`src/rtl/stack_access_if.sv`:
```
// Request/response and Stack-side signals of the stack access controller.
// master = requesters plus Stack (environment side), slave = controller.
interface stack_access_if #(
   parameter int CW = 6
);
   logic          r0_valid;
   logic          r0_op;
   logic          r0_word;
   logic [15:0]   r0_wdata;
   logic          r0_done;
   logic          r0_err;
   logic          r1_valid;
   logic          r1_op;
   logic          r1_word;
   logic [15:0]   r1_wdata;
   logic          r1_done;
   logic          r1_err;
   logic [15:0]   rdata;
   logic          stk_push;
   logic          stk_pop;
   logic [7:0]    stk_din;
   logic [7:0]    stk_dout;
   logic          busy;
   logic [CW-1:0] count;

   modport master (
      output r0_valid, r0_op, r0_word, r0_wdata,
      output r1_valid, r1_op, r1_word, r1_wdata,
      output stk_dout,
      input  r0_done, r0_err, r1_done, r1_err, rdata,
      input  stk_push, stk_pop, stk_din, busy, count
   );

   modport slave (
      input  r0_valid, r0_op, r0_word, r0_wdata,
      input  r1_valid, r1_op, r1_word, r1_wdata,
      input  stk_dout,
      output r0_done, r0_err, r1_done, r1_err, rdata,
      output stk_push, stk_pop, stk_din, busy, count
   );
endinterface

```
`src/rtl/stack_access_ctrl.sv`:
```
// Round-robin arbiter and byte/word sequencer in front of an 8-bit hardware Stack.
// Keeps its own occupancy count so overflow/underflow is rejected before any Stack access.
module stack_access_ctrl #(
   parameter int DEPTH = 32,
   parameter int CW    = 6
) (
   input logic           clk,
   input logic           rst,
   stack_access_if.slave bus
);
   typedef enum logic [2:0] {
      IDLE    = 3'd0,
      PUSH_LO = 3'd1,
      PUSH_HI = 3'd2,
      POP_HI  = 3'd3,
      POP_LO  = 3'd4,
      CAPTURE = 3'd5,
      RESP    = 3'd6
   } state_t;

   localparam logic [CW:0] DEPTH_W = (CW+1)'(DEPTH);

   state_t        state_r, state_nxt_s;
   logic          id_r, op_r, word_r, err_r, last_gnt_r;
   logic [15:0]   wdata_r, rdata_r;
   logic [CW-1:0] count_r;
   logic          stk_push_r, stk_pop_r, busy_r;
   logic [7:0]    stk_din_r;
   logic          r0_done_r, r1_done_r, r0_err_r, r1_err_r;

   logic          gnt_valid_s, gnt_id_s;
   logic          req_op_s, req_word_s;
   logic [15:0]   req_wdata_s, cur_wdata_s;
   logic          cur_id_s, err_nxt_s;
   logic [CW:0]   need_s;
   logic          cap_ok_s;

   // Arbitration: on a tie the requester other than last_gnt wins.
   always_comb begin
      gnt_valid_s = 1'b0;
      gnt_id_s    = 1'b0;
      if (bus.r0_valid && bus.r1_valid) begin
         gnt_valid_s = 1'b1;
         gnt_id_s    = ~last_gnt_r;
      end else if (bus.r0_valid) begin
         gnt_valid_s = 1'b1;
         gnt_id_s    = 1'b0;
      end else if (bus.r1_valid) begin
         gnt_valid_s = 1'b1;
         gnt_id_s    = 1'b1;
      end else begin
         gnt_valid_s = 1'b0;
         gnt_id_s    = 1'b0;
      end
   end

   // Winner's fields and the capacity check against the registered count.
   always_comb begin
      req_op_s    = gnt_id_s ? bus.r1_op    : bus.r0_op;
      req_word_s  = gnt_id_s ? bus.r1_word  : bus.r0_word;
      req_wdata_s = gnt_id_s ? bus.r1_wdata : bus.r0_wdata;
      need_s      = req_word_s ? (CW+1)'(2) : (CW+1)'(1);
      if (req_op_s) begin
         cap_ok_s = ({1'b0, count_r} >= need_s);
      end else begin
         cap_ok_s = (({1'b0, count_r} + need_s) <= DEPTH_W);
      end
   end

   // Next-state logic; fields come from the inputs in IDLE and from the latches afterwards.
   always_comb begin
      state_nxt_s = state_r;
      err_nxt_s   = err_r;
      cur_id_s    = (state_r == IDLE) ? gnt_id_s : id_r;
      cur_wdata_s = (state_r == IDLE) ? req_wdata_s : wdata_r;
      case (state_r)
         IDLE: begin
            if (gnt_valid_s && cap_ok_s) begin
               err_nxt_s = 1'b0;
               if (req_op_s) begin
                  state_nxt_s = req_word_s ? POP_HI : POP_LO;
               end else begin
                  state_nxt_s = PUSH_LO;
               end
            end else if (gnt_valid_s) begin
               err_nxt_s   = 1'b1;
               state_nxt_s = RESP;
            end else begin
               state_nxt_s = IDLE;
            end
         end
         PUSH_LO: state_nxt_s = word_r ? PUSH_HI : RESP;
         PUSH_HI: state_nxt_s = RESP;
         POP_HI:  state_nxt_s = POP_LO;
         POP_LO:  state_nxt_s = CAPTURE;
         CAPTURE: state_nxt_s = RESP;
         RESP:    state_nxt_s = IDLE;
         default: state_nxt_s = IDLE;
      endcase
   end

   // State, latched request, occupancy count and outputs registered from the next state.
   always_ff @(posedge clk) begin
      if (!rst) begin
         state_r    <= IDLE;
         id_r       <= 1'b0;
         op_r       <= 1'b0;
         word_r     <= 1'b0;
         wdata_r    <= 16'h0000;
         err_r      <= 1'b0;
         last_gnt_r <= 1'b1;
         count_r    <= '0;
         rdata_r    <= 16'h0000;
         stk_push_r <= 1'b0;
         stk_pop_r  <= 1'b0;
         stk_din_r  <= 8'h00;
         busy_r     <= 1'b0;
         r0_done_r  <= 1'b0;
         r1_done_r  <= 1'b0;
         r0_err_r   <= 1'b0;
         r1_err_r   <= 1'b0;
      end else begin
         state_r <= state_nxt_s;
         err_r   <= err_nxt_s;
         if (state_r == IDLE && gnt_valid_s) begin
            id_r       <= gnt_id_s;
            op_r       <= req_op_s;
            word_r     <= req_word_s;
            wdata_r    <= req_wdata_s;
            last_gnt_r <= gnt_id_s;
         end
         if (stk_push_r) begin
            count_r <= count_r + CW'(1);
         end else if (stk_pop_r) begin
            count_r <= count_r - CW'(1);
         end
         // stk_dout is the Stack's registered output, so each byte is taken one cycle after its pop.
         if (state_r == POP_LO) begin
            rdata_r[15:8] <= word_r ? bus.stk_dout : 8'h00;
         end
         if (state_r == CAPTURE) begin
            rdata_r[7:0] <= bus.stk_dout;
         end
         stk_push_r <= (state_nxt_s == PUSH_LO) || (state_nxt_s == PUSH_HI);
         stk_pop_r  <= (state_nxt_s == POP_HI)  || (state_nxt_s == POP_LO);
         case (state_nxt_s)
            PUSH_LO: stk_din_r <= cur_wdata_s[7:0];
            PUSH_HI: stk_din_r <= cur_wdata_s[15:8];
            default: stk_din_r <= 8'h00;
         endcase
         busy_r    <= (state_nxt_s != IDLE);
         r0_done_r <= (state_nxt_s == RESP) && !cur_id_s;
         r1_done_r <= (state_nxt_s == RESP) &&  cur_id_s;
         r0_err_r  <= (state_nxt_s == RESP) && !cur_id_s && err_nxt_s;
         r1_err_r  <= (state_nxt_s == RESP) &&  cur_id_s && err_nxt_s;
      end
   end

   assign bus.r0_done  = r0_done_r;
   assign bus.r1_done  = r1_done_r;
   assign bus.r0_err   = r0_err_r;
   assign bus.r1_err   = r1_err_r;
   assign bus.rdata    = rdata_r;
   assign bus.stk_push = stk_push_r;
   assign bus.stk_pop  = stk_pop_r;
   assign bus.stk_din  = stk_din_r;
   assign bus.busy     = busy_r;
   assign bus.count    = count_r;

   logic unused_s;
   assign unused_s = op_r;
endmodule

```
`src/flat_wrapper.sv`:
```
// flat-port wrapper written by rule: the top's interface ports become plain ports
module stack_access_ctrl_flat 
#(
   parameter int DEPTH = 32,
   parameter int CW    = 6
)
  (clk, rst, bus_r0_valid, bus_r0_op, bus_r0_word, bus_r0_wdata, bus_r1_valid, bus_r1_op, bus_r1_word, bus_r1_wdata, bus_stk_dout, bus_r0_done, bus_r0_err, bus_r1_done, bus_r1_err, bus_rdata, bus_stk_push, bus_stk_pop, bus_stk_din, bus_busy, bus_count);
  stack_access_if #(.CW(CW)) bus_i ();
  input logic clk;
  input logic rst;
  input wire logic [$bits(bus_i.r0_valid)-1:0] bus_r0_valid;
  input wire logic [$bits(bus_i.r0_op)-1:0] bus_r0_op;
  input wire logic [$bits(bus_i.r0_word)-1:0] bus_r0_word;
  input wire logic [$bits(bus_i.r0_wdata)-1:0] bus_r0_wdata;
  input wire logic [$bits(bus_i.r1_valid)-1:0] bus_r1_valid;
  input wire logic [$bits(bus_i.r1_op)-1:0] bus_r1_op;
  input wire logic [$bits(bus_i.r1_word)-1:0] bus_r1_word;
  input wire logic [$bits(bus_i.r1_wdata)-1:0] bus_r1_wdata;
  input wire logic [$bits(bus_i.stk_dout)-1:0] bus_stk_dout;
  output wire logic [$bits(bus_i.r0_done)-1:0] bus_r0_done;
  output wire logic [$bits(bus_i.r0_err)-1:0] bus_r0_err;
  output wire logic [$bits(bus_i.r1_done)-1:0] bus_r1_done;
  output wire logic [$bits(bus_i.r1_err)-1:0] bus_r1_err;
  output wire logic [$bits(bus_i.rdata)-1:0] bus_rdata;
  output wire logic [$bits(bus_i.stk_push)-1:0] bus_stk_push;
  output wire logic [$bits(bus_i.stk_pop)-1:0] bus_stk_pop;
  output wire logic [$bits(bus_i.stk_din)-1:0] bus_stk_din;
  output wire logic [$bits(bus_i.busy)-1:0] bus_busy;
  output wire logic [$bits(bus_i.count)-1:0] bus_count;
  assign bus_i.r0_valid = bus_r0_valid;
  assign bus_i.r0_op = bus_r0_op;
  assign bus_i.r0_word = bus_r0_word;
  assign bus_i.r0_wdata = bus_r0_wdata;
  assign bus_i.r1_valid = bus_r1_valid;
  assign bus_i.r1_op = bus_r1_op;
  assign bus_i.r1_word = bus_r1_word;
  assign bus_i.r1_wdata = bus_r1_wdata;
  assign bus_i.stk_dout = bus_stk_dout;
  assign bus_r0_done = bus_i.r0_done;
  assign bus_r0_err = bus_i.r0_err;
  assign bus_r1_done = bus_i.r1_done;
  assign bus_r1_err = bus_i.r1_err;
  assign bus_rdata = bus_i.rdata;
  assign bus_stk_push = bus_i.stk_push;
  assign bus_stk_pop = bus_i.stk_pop;
  assign bus_stk_din = bus_i.stk_din;
  assign bus_busy = bus_i.busy;
  assign bus_count = bus_i.count;
  stack_access_ctrl #(.DEPTH(DEPTH), .CW(CW)) u_core (.clk(clk), .rst(rst), .bus(bus_i));
endmodule
```
`config.mk`:
```
export PLATFORM = sky130hd
export DESIGN_NAME = stack_access_ctrl_flat
export DESIGN_NICKNAME = d
export VERILOG_FILES = /design/src/rtl/stack_access_if.sv /design/src/rtl/stack_access_ctrl.sv /design/src/flat_wrapper.sv
export SDC_FILE = /design/constraint.sdc
export NUM_CORES = 1
export LEC_CHECK = 0
export CAP_MARGIN = 20
export CORE_MARGIN = 1.5
export CORE_UTILIZATION = 51
export CTS_CLUSTER_DIAMETER = 80
export CTS_CLUSTER_SIZE = 12
export DETAILED_ROUTE_END_ITERATION = 10
export PLACE_DENSITY = 0.85
export SETUP_SLACK_MARGIN = 0.1
export SYNTH_ARGS = -nofsm -noshare
export SYNTH_HDL_FRONTEND = slang
export SYNTH_SLANG_ARGS = --single-unit
export TNS_END_PERCENT = 5
```
`constraint.sdc`:
```
create_clock -name clk -period 9.4 [get_ports clk]
set_input_delay 1.88 -clock clk [delete_from_list [all_inputs] [get_ports clk]]
set_output_delay 1.88 -clock clk [all_outputs]
set_load 0.02 [all_outputs]
```
==> summary.md, run 1 <==
| Metric | Value |
|---|---|
| Worst ir drop on vdd | ~0.00016 V |
| Outcome | completed |
| Sequential cell area in the final layout | between 1000 and 1500 um^2 |
| Period utilization | between 50% and 60% |
| Hold_buf cts | 0 |
| P_sw | roughly 530 uW |
| Maximum number of pins on one net before global-route repair | 46 |
| Number of H-tree levels | 3 |
| Min cycle time layout | ~5.5 ns |
| Buffers from clock root to sink, at most | 2 |
| Worst Setup Slack post-DPL | about 3.7 ns |
| WHS Endpoint | u_core.bus.rdata[7] |
| Antenna violations before repair | 0 |
| Die Y-Extent | between 70 and 80 um |
| Net count after synthesis | around 410 |
| Nets@finish | slightly below 500 |
| Met3 layer usage reported by global route | approximately 6.4% |
| Count of instances resized after the clock tree is built | 0 |
| CTS Buf Count | 9 |
| Cell-internal power | ~700 uW |
| Hold violation count in the final report | 0 |
| Max frequency | about 0.18 GHz |
| Startpoint class of the critical path | primary input |
| Worst flop-to-flop path endpoint | u_core.bus.stk_din[2] |
| Post-Synthesis Cells | roughly 350 |
| Setup CP Type | primary input to flip-flop |
| Setup violations, final | 0 |
| Proportion of power drawn by flip-flops and latches | approximately 34% |
| Avg WL per Cell | 14.4 um |
| Maximum clock skew at final layout | around 0.013 ns |
| TritonRoute pass-1 iters | 5 |
| Post-synthesis sequential element count | 60 |
| Sequential cell area fraction in the yosys report | about two fifths |
| Signal arrival time at the worst endpoint | between 5 and 6 ns |
| Full die area | approximately 6200 um^2 |
| Ports placed on the boundary | 85 |
| Required time reported for the critical path endpoint | about 9.6 ns |
| Slew @ Worst Pin | approximately 0.8 ns |
| Critical register-to-register path startpoint | u_core.last_gnt_r |
| Most common cell in the netlist | sky130_fd_sc_hd__dfxtp_1 |
| Netlist cell types | 50 |
| Peak per-stage delay on the critical path | between 0.6 and 0.7 ns |
| Startpoint of the tightest hold check path | u_core.bus.rdata[7] |
| Post-DP Area | approximately 3800 um^2 |
| Total inserted antenna cells | 0 |
| CTS tree | done |
| Final-layout worst hold slack | 0.453 ns |
| FFs w/ async S/R, synth | 0% |
| Core region area | approximately 5500 um^2 |
| Max Cap Violations | 0 |
| Post-CTS repair timing setup buffer count | 0 |
| Placed wire-length estimate after detailed placement | between 5 and 6 mm |
| First-pass GRT wire length | roughly 12 mm |
| IO buf count | 84 |
| Number of cells on the worst hold path | 2 |
| Critical Path Fanout Max | 23 |
| Root Driver | sky130_fd_sc_hd__clkbuf_8 |
| Critical-path cell list | clkdlybuf4s50_1 -> a21bo_2 -> a22o_4 -> inv_1 -> nand2_1 -> fa_1 -> a211oi_1 -> o211a_1 -> a32oi_1 -> o31a_1 -> o2111ai_1 -> o22ai_1 |
| Proportion of total power due to net switching | between 40 and 50% |
| Post-layout worst setup margin | 3.95 ns |
| Worst slew margin relative to its limit | approximately 45% |
| Proportion of netlist area held by the largest area contributor | 41.1% |
| Count of yosys warnings during synthesis | 0 |
| GR peak layer | met2 |
| Last weighted congestion value of the routability-driven placer | ~0.8 |
| Cell with the largest stage delay on the worst path | sky130_fd_sc_hd__o2111ai_1 |
| Multi-input logic area | between 1500 and 2000 um^2 |
| Std cell rows | 27 |
| Setup slack of the worst register-to-register path | between 5 and 6 ns |
| Final WL | roughly 7.3 mm |
| Final slew viol count | 0 |
| Vias post-DR | between 2000 and 3000 |
| Grt met2 use | 40.4% |
| Synth-to-layout area growth | 35.5% |
| Number of placed instances, taps included | 490 |
| Post-Route Setup TNS | 0 ns |
| Post-synth top area cell | sky130_fd_sc_hd__dfxtp_1 |
| Post-detailed-route DRC marker count | 0 |
| Filler Cells Inserted | 456 |
| Initial core utilization | a little over half |
| GRT met1 Usage | around a third |
| Critical path capture point type | flip-flop |
| Finished Core Util | between 70% and 80% |
| Initial DRC count | around 220 |
| Die boundary width | 78.7 um |
| Clock Sinks | 60 |
| Number of global-route vias before repair | between 2000 and 3000 |
| Power density over cell area | between 300 and 400 nW/um^2 |
| Clock edge transition at the registers on the reported setup and hold paths | about 0.070 ns |
| PnR Total Power | 1.23 mW |
| RSZ-0062 raised after global routing | no |
| Mapped cell area | roughly 3000 um^2 |
| Layout cell share with drive strength beyond 1 | under 10% |
| Final Instance Count excl. Fillers | 506 |
| Dominant synthesized flop cell | sky130_fd_sc_hd__dfxtp_1 |
| Clock insertion delay at the later pin of the skew report | about 0.35 ns |
| Overflow left after global routing | 0 |
| Min-Delay Path Class | flip-flop to flip-flop |
| Share of power burned in combinational logic | 49.4% |
| Post-detailed-route count of antenna-violating nets | 0 |
| Vias per Instance | between 5 and 6 |
| Number of cells on the worst reg-to-reg path | 11 |
| Clock share of power | between 10% and 20% |
| Total non-filler cell area in the finished layout | 3960 um^2 |
| Leakage | 1.49 nW |
| Commonest cells in the synthesized netlist | 60 x sky130_fd_sc_hd__dfxtp_1, 54 x sky130_fd_sc_hd__nor2_1, 49 x sky130_fd_sc_hd__a21oi_1, 26 x sky130_fd_sc_hd__nand2_1, 20 x sky130_fd_sc_hd__a211oi_1 |
| Total routing resource utilization after global routing | around 25% |
| Number of flops mapped to enable cells by yosys | 0 |
| Syn Area/Cell | between 8 and 9 um^2 |
| Leading post-synthesis cells by cell area | sky130_fd_sc_hd__dfxtp_1 41%, sky130_fd_sc_hd__a21oi_1 8.4%, sky130_fd_sc_hd__nor2_1 6.9%, sky130_fd_sc_hd__mux2i_1 6.5%, sky130_fd_sc_hd__a211oi_1 5.1% |
==> power groups by stage <==
stage	clock network, mW	logic, mW	registers, mW
floorplan	0	0.409	0.428
global placement	0	0.585	0.415
detailed placement	0	0.599	0.418
CTS	0.209	0.603	0.413
global route	0.221	0.674	0.426
finish	0.206	0.607	0.416
==> registers in the layout, summed over array words and instances (netlist names), 3 cells and up <==
name	count
u_core.state_r	3
u_core.bus.stk_din	8
u_core.bus.rdata	16
u_core.bus.count	6
u_core.wdata_r	16
==> layout by cell type (no fill, tap or decap), drive strengths merged, types with 10 or more instances in the layout <==
cell / n
a211oi: 21
a21oi: 49
dfxtp: 60
nand3: 19
clkbuf: 10
nand2: 26
nor2: 54
clkdlybuf4s50: 84
mux2i: 19
==> layout make-up <==
type | count | area share [%]
Clock buffer | 10 | 3.47
Clock inverter | 6 | 1.01
Timing Repair Buffer | 86 | 21.6
Tap cell | 72 | 2.27
Sequential cell | 60 | 30.3
Inverter | 7 | 0.663
Multi-Input combinational cell | 265 | 40.7
==> worst max-delay path, delay by kind of cell <==
kind | cells | cell delay [ns]
AOI/OAI and AO/OA | 8 | 2.55
adders and majority gates | 1 | 0.43
buffers and inverters | 2 | 0.69
and+or+nand+nor | 1 | 0.09
==> how the worst max path moves through the flow <==
stage,to,slack [ns],startpoint
floorplan,u_core.bus.stk_din[1],4.85,bus_r1_valid
global placement,u_core.bus.stk_din[7],3.87,bus_r1_valid
detailed placement,u_core.bus.stk_din[4],3.65,bus_r1_valid
CTS,u_core.bus.stk_din[2],3.99,bus_r1_valid
global route,u_core.bus.stk_din[2],3.76,bus_r1_valid
finish,u_core.bus.stk_din[2],3.95,bus_r1_valid
==> cell families after synthesis <==
kind of cell / synth area share [%]
compound gates: 23.7
xor+xnor: 1.50
fa+ha+maj: 3.51
buf+inv: 3.89
flops: 41.1
mux: 6.89
simple gates: 19.5
==> metal layers <==
| layer | routed length [um] | part of all wire (%) | vias up |
|---|---|---|---|
| li1 | - | - | 1426 |
| met1 | 3120 | 43 | 1313 |
| met2 | 3540 | 48 | 115 |
| met3 | 560 | 7.7 | 12 |
| met4 | 87 | 1.2 | 0 |
| met5 | 0 | 0 | - |
Power figures use the tool's default switching activity.
==> run 2, diff against run 1 <==
--- a/config.mk
+++ b/config.mk
@@ -7,11 +7,11 @@
 export LEC_CHECK = 0
 export CAP_MARGIN = 20
 export CORE_MARGIN = 1.5
-export CORE_UTILIZATION = 51
+export CORE_UTILIZATION = 47
 export CTS_CLUSTER_DIAMETER = 80
 export CTS_CLUSTER_SIZE = 12
 export DETAILED_ROUTE_END_ITERATION = 10
-export PLACE_DENSITY = 0.85
+export PLACE_DENSITY = 0.79
 export SETUP_SLACK_MARGIN = 0.1
 export SYNTH_ARGS = -nofsm -noshare
 export SYNTH_HDL_FRONTEND = slang
==> constraint.sdc (replaced) <==
create_clock -name clk -period 5.3 [get_ports clk]
set_input_delay 1.06 -clock clk [delete_from_list [all_inputs] [get_ports clk]]
set_output_delay 1.06 -clock clk [all_outputs]
set_load 0.02 [all_outputs]
==> run 2 against run 1 <==
  * Cell count rose by 0.79%
  * Worst setup slack got worse by 2.9 ns
  * Hold slack got worse by 0.0020 ns
  * Critical path depth did not move
  * Total power rose by 83%
  * Design area rose by 1.3%
  * First-iteration DRC count fell by 47%
  * Global-route usage fell by 2.9 points
  * Sequential power rose by 77%
==> summary.md, run 2 (synthesis gave the netlist of run 1 again) <==
| Metric | Value |
|---|---|
| Outcome | completed |
| Max frequency | approximately 0.23 GHz |
| Placed wire-length estimate after detailed placement | 5.15 mm |
| Synth-to-layout area growth | 37.3% |
| Clock edge transition at the registers on the reported setup and hold paths | approximately 0.070 ns |
| Number of cells on the worst reg-to-reg path | 11 |
| Layout cell share with drive strength beyond 1 | 6.44% |
| Last weighted congestion value of the routability-driven placer | approximately 0.86 |
| Hold_buf cts | 0 |
| Total routing resource utilization after global routing | 22.0% |
| Final Instance Count excl. Fillers | just over 500 |
| CTS tree | done |
| Min cycle time layout | approximately 4.3 ns |
| Core region area | around 6000 um^2 |
| Critical-path cell list | clkdlybuf4s50_1 -> a21bo_2 -> a22o_4 -> inv_1 -> nand2_1 -> fa_1 -> a211oi_1 -> o211a_1 -> a32oi_1 -> o31a_1 -> or4b_1 -> o22ai_1 |
| Overflow left after global routing | 0 |
| RSZ-0062 raised after global routing | no |
| Final slew viol count | 0 |
| First-pass GRT wire length | ~11 mm |
| Worst ir drop on vdd | 0.000286 V |
| Vias per Instance | ~5.6 |
| Worst slew margin relative to its limit | between 40% and 50% |
| Worst Setup Slack post-DPL | about 0.73 ns |
| TritonRoute pass-1 iters | 4 |
| Post-CTS repair timing setup buffer count | 0 |
| Critical Path Fanout Max | 8 |
| Number of H-tree levels | 3 |
| Max Cap Violations | 0 |
| CTS Buf Count | 9 |
| Required time reported for the critical path endpoint | between 5 and 6 ns |
| Sequential cell area in the final layout | 1200 um^2 |
| Maximum clock skew at final layout | between 0.009 and 0.01 ns |
| Post-Route Setup TNS | 0 ns |
| Signal arrival time at the worst endpoint | 4.53 ns |
| Commonest cells after routing, fill and taps aside | 84 x sky130_fd_sc_hd__clkdlybuf4s50_1, 60 x sky130_fd_sc_hd__dfxtp_1, 53 x sky130_fd_sc_hd__nor2_1 |
| Startpoint class of the critical path | primary input |
| Maximum number of pins on one net before global-route repair | 46 |
| Antenna violations before repair | 0 |
| Period utilization | between 80% and 90% |
| Post-detailed-route DRC marker count | 0 |
| Leakage | ~1.5 nW |
| Root Driver | sky130_fd_sc_hd__clkbuf_8 |
| Total inserted antenna cells | 0 |
| Peak per-stage delay on the critical path | roughly 0.66 ns |
| Slew @ Worst Pin | ~0.8 ns |
| Number of placed instances, taps included | roughly 500 |
| Buffers from clock root to sink, at most | 2 |
| Initial DRC count | around 120 |
| Number of cells on the worst hold path | 2 |
| Power density over cell area | 559 nW/um^2 |
| Multi-input logic area | 1610 um^2 |
| Die Y-Extent | around 82 um |
| Setup CP Type | primary input to flip-flop |
| Post-detailed-route count of antenna-violating nets | 0 |
| Min-Delay Path Class | flip-flop to flip-flop |
| Full die area | about 6700 um^2 |
| Clock insertion delay at the later pin of the skew report | roughly 0.34 ns |
| IO buf count | 84 |
| Filler Cells Inserted | 520 |
| Avg WL per Cell | about 14 um |
| Initial core utilization | 49.1% |
| Count of instances resized after the clock tree is built | 0 |
| Post-layout worst setup margin | around 1 ns |
| Die boundary width | a little over 80 um |
| Clock Sinks | 60 |
| Vias post-DR | about 2800 |
| Setup violations, final | 0 |
| Ports placed on the boundary | 85 |
| Hold violation count in the final report | 0 |
| Critical path capture point type | flip-flop |
| Final WL | about 7 mm |
| Cell with the largest stage delay on the worst path | sky130_fd_sc_hd__or4b_1 |
| Finished Core Util | between 60 and 70% |
| Commonest non-fill, non-tap cell in the layout | sky130_fd_sc_hd__clkdlybuf4s50_1 |
| Std cell rows | 28 |
| Final-layout worst hold slack | 0.451 ns |
| Number of global-route vias before repair | ~2600 |
| Nets@finish | 485 |
-- run 2: changes by cell type in the layout (fill, tap and decap cells not counted) --
cell / before / now
sky130_fd_sc_hd__clkinv_4: 2 / 0
sky130_fd_sc_hd__buf_4: 2 / 3
sky130_fd_sc_hd__clkinv_2: 3 / 0
sky130_fd_sc_hd__clkinvlp_4: 1 / 2
sky130_fd_sc_hd__clkbuf_8: 10 / 12
sky130_fd_sc_hd__inv_6: 0 / 1
sky130_fd_sc_hd__bufinv_16: 0 / 1
-- run 2: path summary, 6_finish.rpt --
| path | from | end | slack, ns |
|---|---|---|---|
| max reg2reg | u_core.last_gnt_r | u_core.bus.stk_din[1] | 1.98 |
| min | u_core.bus.rdata[15] | u_core.bus.rdata[15] | 0.45 |
| max | bus_r1_valid | u_core.bus.stk_din[1] | 1.02 |
| min reg2reg | u_core.bus.rdata[15] | u_core.bus.rdata[15] | 0.45 |
-- run 2: stage by stage --
step	total power, mW	instance area, um^2
2_1_floorplan	1.48	2930
3_3_place_gp	1.78	3800
3_5_place_dp	1.81	3800
4_1_cts	2.25	4020
5_1_grt	2.40	4020
6_report	2.25	4020
-- run 2: report_power, final --
group          internal [mW]  leakage, nW  switching (mW)
clock network          0.257        0.105           0.183
logic                  0.462        0.912           0.609
registers              0.591        0.491           0.143
total                   1.31         1.51           0.935
-- run 2: critical path, delay by kind of cell --
family / cells / cell delay [ns]
adder cells (fa/ha/maj): 1 / 0.42
AND/OR/NAND/NOR: 2 / 0.75
buffers and inverters: 2 / 0.68
AO/OA/AOI/OAI: 7 / 1.63
-- run 2: per-layer routing --
layer	vias up	wire [um]	global-route usage (%)
li1	1432	-	-
met1	1289	3070	27.1
met2	105	3380	36.1
met3	9	571	6.11
met4	0	82	8.47
met5	-	0	0
-- run 2: layout make-up --
cell class                      instances  share of cell area [%]
Multi-Input combinational cell        265                    40.2
Inverter                                7                   0.654
Clock buffer                           12                    4.11
Timing Repair Buffer                   87                    21.5
Clock inverter                          4                    1.34
Tap cell                               75                    2.34
Sequential cell                        60                    29.9
==> run 3, diff against run 2 <==
--- a/config.mk
+++ b/config.mk
@@ -7,11 +7,11 @@
 export LEC_CHECK = 0
 export CAP_MARGIN = 20
 export CORE_MARGIN = 1.5
-export CORE_UTILIZATION = 47
+export CORE_UTILIZATION = 43
 export CTS_CLUSTER_DIAMETER = 80
 export CTS_CLUSTER_SIZE = 12
 export DETAILED_ROUTE_END_ITERATION = 10
-export PLACE_DENSITY = 0.79
+export PLACE_DENSITY = 0.76
 export SETUP_SLACK_MARGIN = 0.1
 export SYNTH_ARGS = -nofsm -noshare
 export SYNTH_HDL_FRONTEND = slang
==> constraint.sdc (replaced) <==
create_clock -name clk -period 3.55 [get_ports clk]
set_input_delay 0.71 -clock clk [delete_from_list [all_inputs] [get_ports clk]]
set_output_delay 0.71 -clock clk [all_outputs]
set_load 0.02 [all_outputs]
==> run 3 against run 2 <==
  * The run now ends with design-rule violations left
  * Sequential share of layout area is 1.1 points lower
  * Register-to-register slack lost 1.4 ns
  * Via count up 1.0%
  * Hold slack barely moved
  * Global-route usage down 0.34 points
  * Cell count is 3.3% higher
  * Clock power is 25% higher
  * Largest cell class unchanged
  * Largest power group unchanged
  * Highest routed layer unchanged
==> summary.md, run 3 (synthesis gave the netlist of run 1 again) <==
| Metric | Value |
|---|---|
| Outcome | finished with violations |
| Failing checks | design-rule violations |
| Hold_buf cts | 0 |
| Setup slack of the worst register-to-register path | 0.57 ns |
| Clock Sinks | 60 |
| Root Driver | sky130_fd_sc_hd__clkbuf_8 |
| Nets@finish | ~500 |
| Initial DRC count | 202 |
| Number of cells on the worst hold path | 2 |
| Placed wire-length estimate after detailed placement | ~5.3 mm |
| Grt met2 use | roughly a third |
| Initial core utilization | 45.3% |
| Power density over cell area | around 800 nW/um^2 |
| Number of global-route vias before repair | ~2800 |
| Maximum clock skew at final layout | between 0.008 and 0.009 ns |
| Post-detailed-route count of antenna-violating nets | 0 |
| WHS Endpoint | u_core.bus.rdata[12] |
| Maximum number of pins on one net before global-route repair | 45 |
| Number of placed instances, taps included | between 500 and 600 |
| GRT met1 Usage | 29.5% |
| Vias per Instance | 5.43 |
| Max Cap Violations | 0 |
| Die Y-Extent | ~85 um |
| Total non-filler cell area in the finished layout | 4170 um^2 |
| Critical path capture point type | flip-flop |
| Met3 layer usage reported by global route | under 10% |
| IO buf count | between 80 and 90 |
| Setup violations, final | 0 |
| Critical register-to-register path startpoint | u_core.last_gnt_r |
| Commonest non-fill, non-tap cell in the layout | sky130_fd_sc_hd__clkdlybuf4s50_1 |
| Clock insertion delay at the later pin of the skew report | 0.33 ns |
| Total routing resource utilization after global routing | between 20% and 30% |
| Signal arrival time at the worst endpoint | approximately 3.6 ns |
| Number of cells on the worst reg-to-reg path | 10 |
| Worst slew margin relative to its limit | between 50% and 60% |
| Post-detailed-route DRC marker count | 6 |
| Period utilization | a little over nine tenths |
| Leakage | ~1.6 nW |
| Min-Delay Path Class | flip-flop to flip-flop |
| Hold violation count in the final report | 0 |
| Core region area | 6460 um^2 |
| Overflow left after global routing | 0 |
| Synth-to-layout area growth | 42.6% |
| Worst ir drop on vdd | around 0.00032 V |
| Layout cell share with drive strength beyond 1 | 12.2% |
| Std cell rows | 29 |
| Startpoint class of the critical path | primary input |
| Max frequency | 0.296 GHz |
| Avg WL per Cell | approximately 14 um |
| Peak per-stage delay on the critical path | a little over 0.6 ns |
| Startpoint of the tightest hold check path | u_core.bus.rdata[12] |
| Final slew viol count | 0 |
| Buffers from clock root to sink, at most | 2 |
| Cell with the largest stage delay on the worst path | sky130_fd_sc_hd__or4b_4 |
| TritonRoute pass-1 iters | 7 |
| Ports placed on the boundary | between 80 and 90 |
| RSZ-0062 raised after global routing | no |
| Setup CP Type | primary input to flip-flop |
| Final Instance Count excl. Fillers | 527 |
| Min cycle time layout | about 3.4 ns |
| Family of cells with the greatest summed delay on the critical path | simple AND/OR/NAND/NOR gates |
| Critical Path Fanout Max | 8 |
| Critical-path cell list | clkdlybuf4s50_1 -> and2_1 -> a22o_4 -> ha_2 -> or3_4 -> a211oi_2 -> o211a_1 -> a32oi_2 -> o21a_1 -> or4b_4 -> o22ai_1 |
| Clock edge transition at the registers on the reported setup and hold paths | 0.06 ns |
| Worst flop-to-flop path endpoint | u_core.bus.stk_din[5] |
| CTS tree | done |
| GR peak layer | met2 |
| Buffers & Inverters on Critical Path | 1 |
| First-pass GRT wire length | 12.7 mm |
| Commonest cells after routing, fill and taps aside | 82 x sky130_fd_sc_hd__clkdlybuf4s50_1, 60 x sky130_fd_sc_hd__dfxtp_1, 53 x sky130_fd_sc_hd__nor2_1 |
| Antenna violations before repair | 0 |
| Required time reported for the critical path endpoint | ~3.8 ns |
| Final WL | approximately 7.5 mm |
| Total inserted antenna cells | 0 |
| Vias post-DR | approximately 2900 |
| CTS Buf Count | 9 |
| Last weighted congestion value of the routability-driven placer | roughly 0.84 |
| Die boundary width | roughly 85 um |
| Post-DP Area | ~3900 um^2 |
| Slew @ Worst Pin | about 0.63 ns |
| Source of the critical timing path | bus_r1_word |
| Number of H-tree levels | 3 |
| Full die area | 7310 um^2 |
run 3: cell types whose count changed in the layout (fill, tap and decap cells not counted), sizes merged:
cell / previous run / this run
clkbuf: 12 / 13
buf: 3 / 20
inv: 8 / 7
dlygate4sd2: 0 / 2
clkdlybuf4s50: 84 / 82
bufinv: 1 / 0
clkinvlp: 2 / 1
run 3: worst register-to-register path: cells and delay by family, from the launching register on:
family                   cells  cell delay (ns)
AO/OA/AOI/OAI                7             1.38
AND/OR/NAND/NOR              2             1.00
flip-flops                   1             0.35
adder cells (fa/ha/maj)      1             0.19
run 3: final cells by class:
cell class | instances | area, um^2
fillers | 576 | 2290
well taps | 77 | 96.3
multi-input cells | 265 | 1680
clock buffers | 13 | 169
repair buffers | 104 | 988
inverters | 7 | 26.3
clock inverters | 1 | 7.51
flip-flops and latches | 60 | 1200
run 3: worst max path at each step:
| stage | endpoint | slack [ns] | cells past startpoint |
|---|---|---|---|
| after detailed placement | u_core.bus.stk_din[0] | -0.47 | 12 |
| after global routing | u_core.bus.stk_din[2] | 0.1 | 11 |
| final | u_core.bus.stk_din[5] | 0.17 | 11 |
| after floorplan | u_core.bus.stk_din[1] | 0.17 | 12 |
| after global placement | u_core.bus.stk_din[7] | -0.37 | 12 |
| after CTS | u_core.bus.stk_din[4] | 0.14 | 11 |
run 3: power by group:
part | switching, mW | internal, mW | leakage [nW]
Combinational | 0.979 | 0.786 | 1.01
Sequential | 0.219 | 0.883 | 0.491
Clock | 0.246 | 0.303 | 0.0876
Total | 1.44 | 1.97 | 1.58
run 3: per-layer routing:
layer | part of all wire, % | wire, um
met2 | 47 | 3520
met1 | 44 | 3360
met3 | 7.4 | 558
met5 | 0 | 0
met4 | 1.5 | 114
run 3: timing repair:
action,4_1_cts,5_1_grt
pin swaps,8,4
endpoints found under the setup margin,14,8
gates resized for setup,11,4
setup buffers,1,0
run 3: through the flow:
step                      total power [mW]  hold slack (ns)  TNS (ns)  utilization [%]  setup WS [ns]
after global placement                2.72            0.438     -3.96             60.7         -0.366
after detailed placement              2.78            0.446     -5.40             60.7         -0.473
final                                 3.42            0.451         0             64.6          0.169
after global routing                  3.68            0.471         0             64.6         0.0994
after CTS                             3.39            0.455         0             64.2          0.141
after floorplan                       2.22            0.466         0                -          0.175
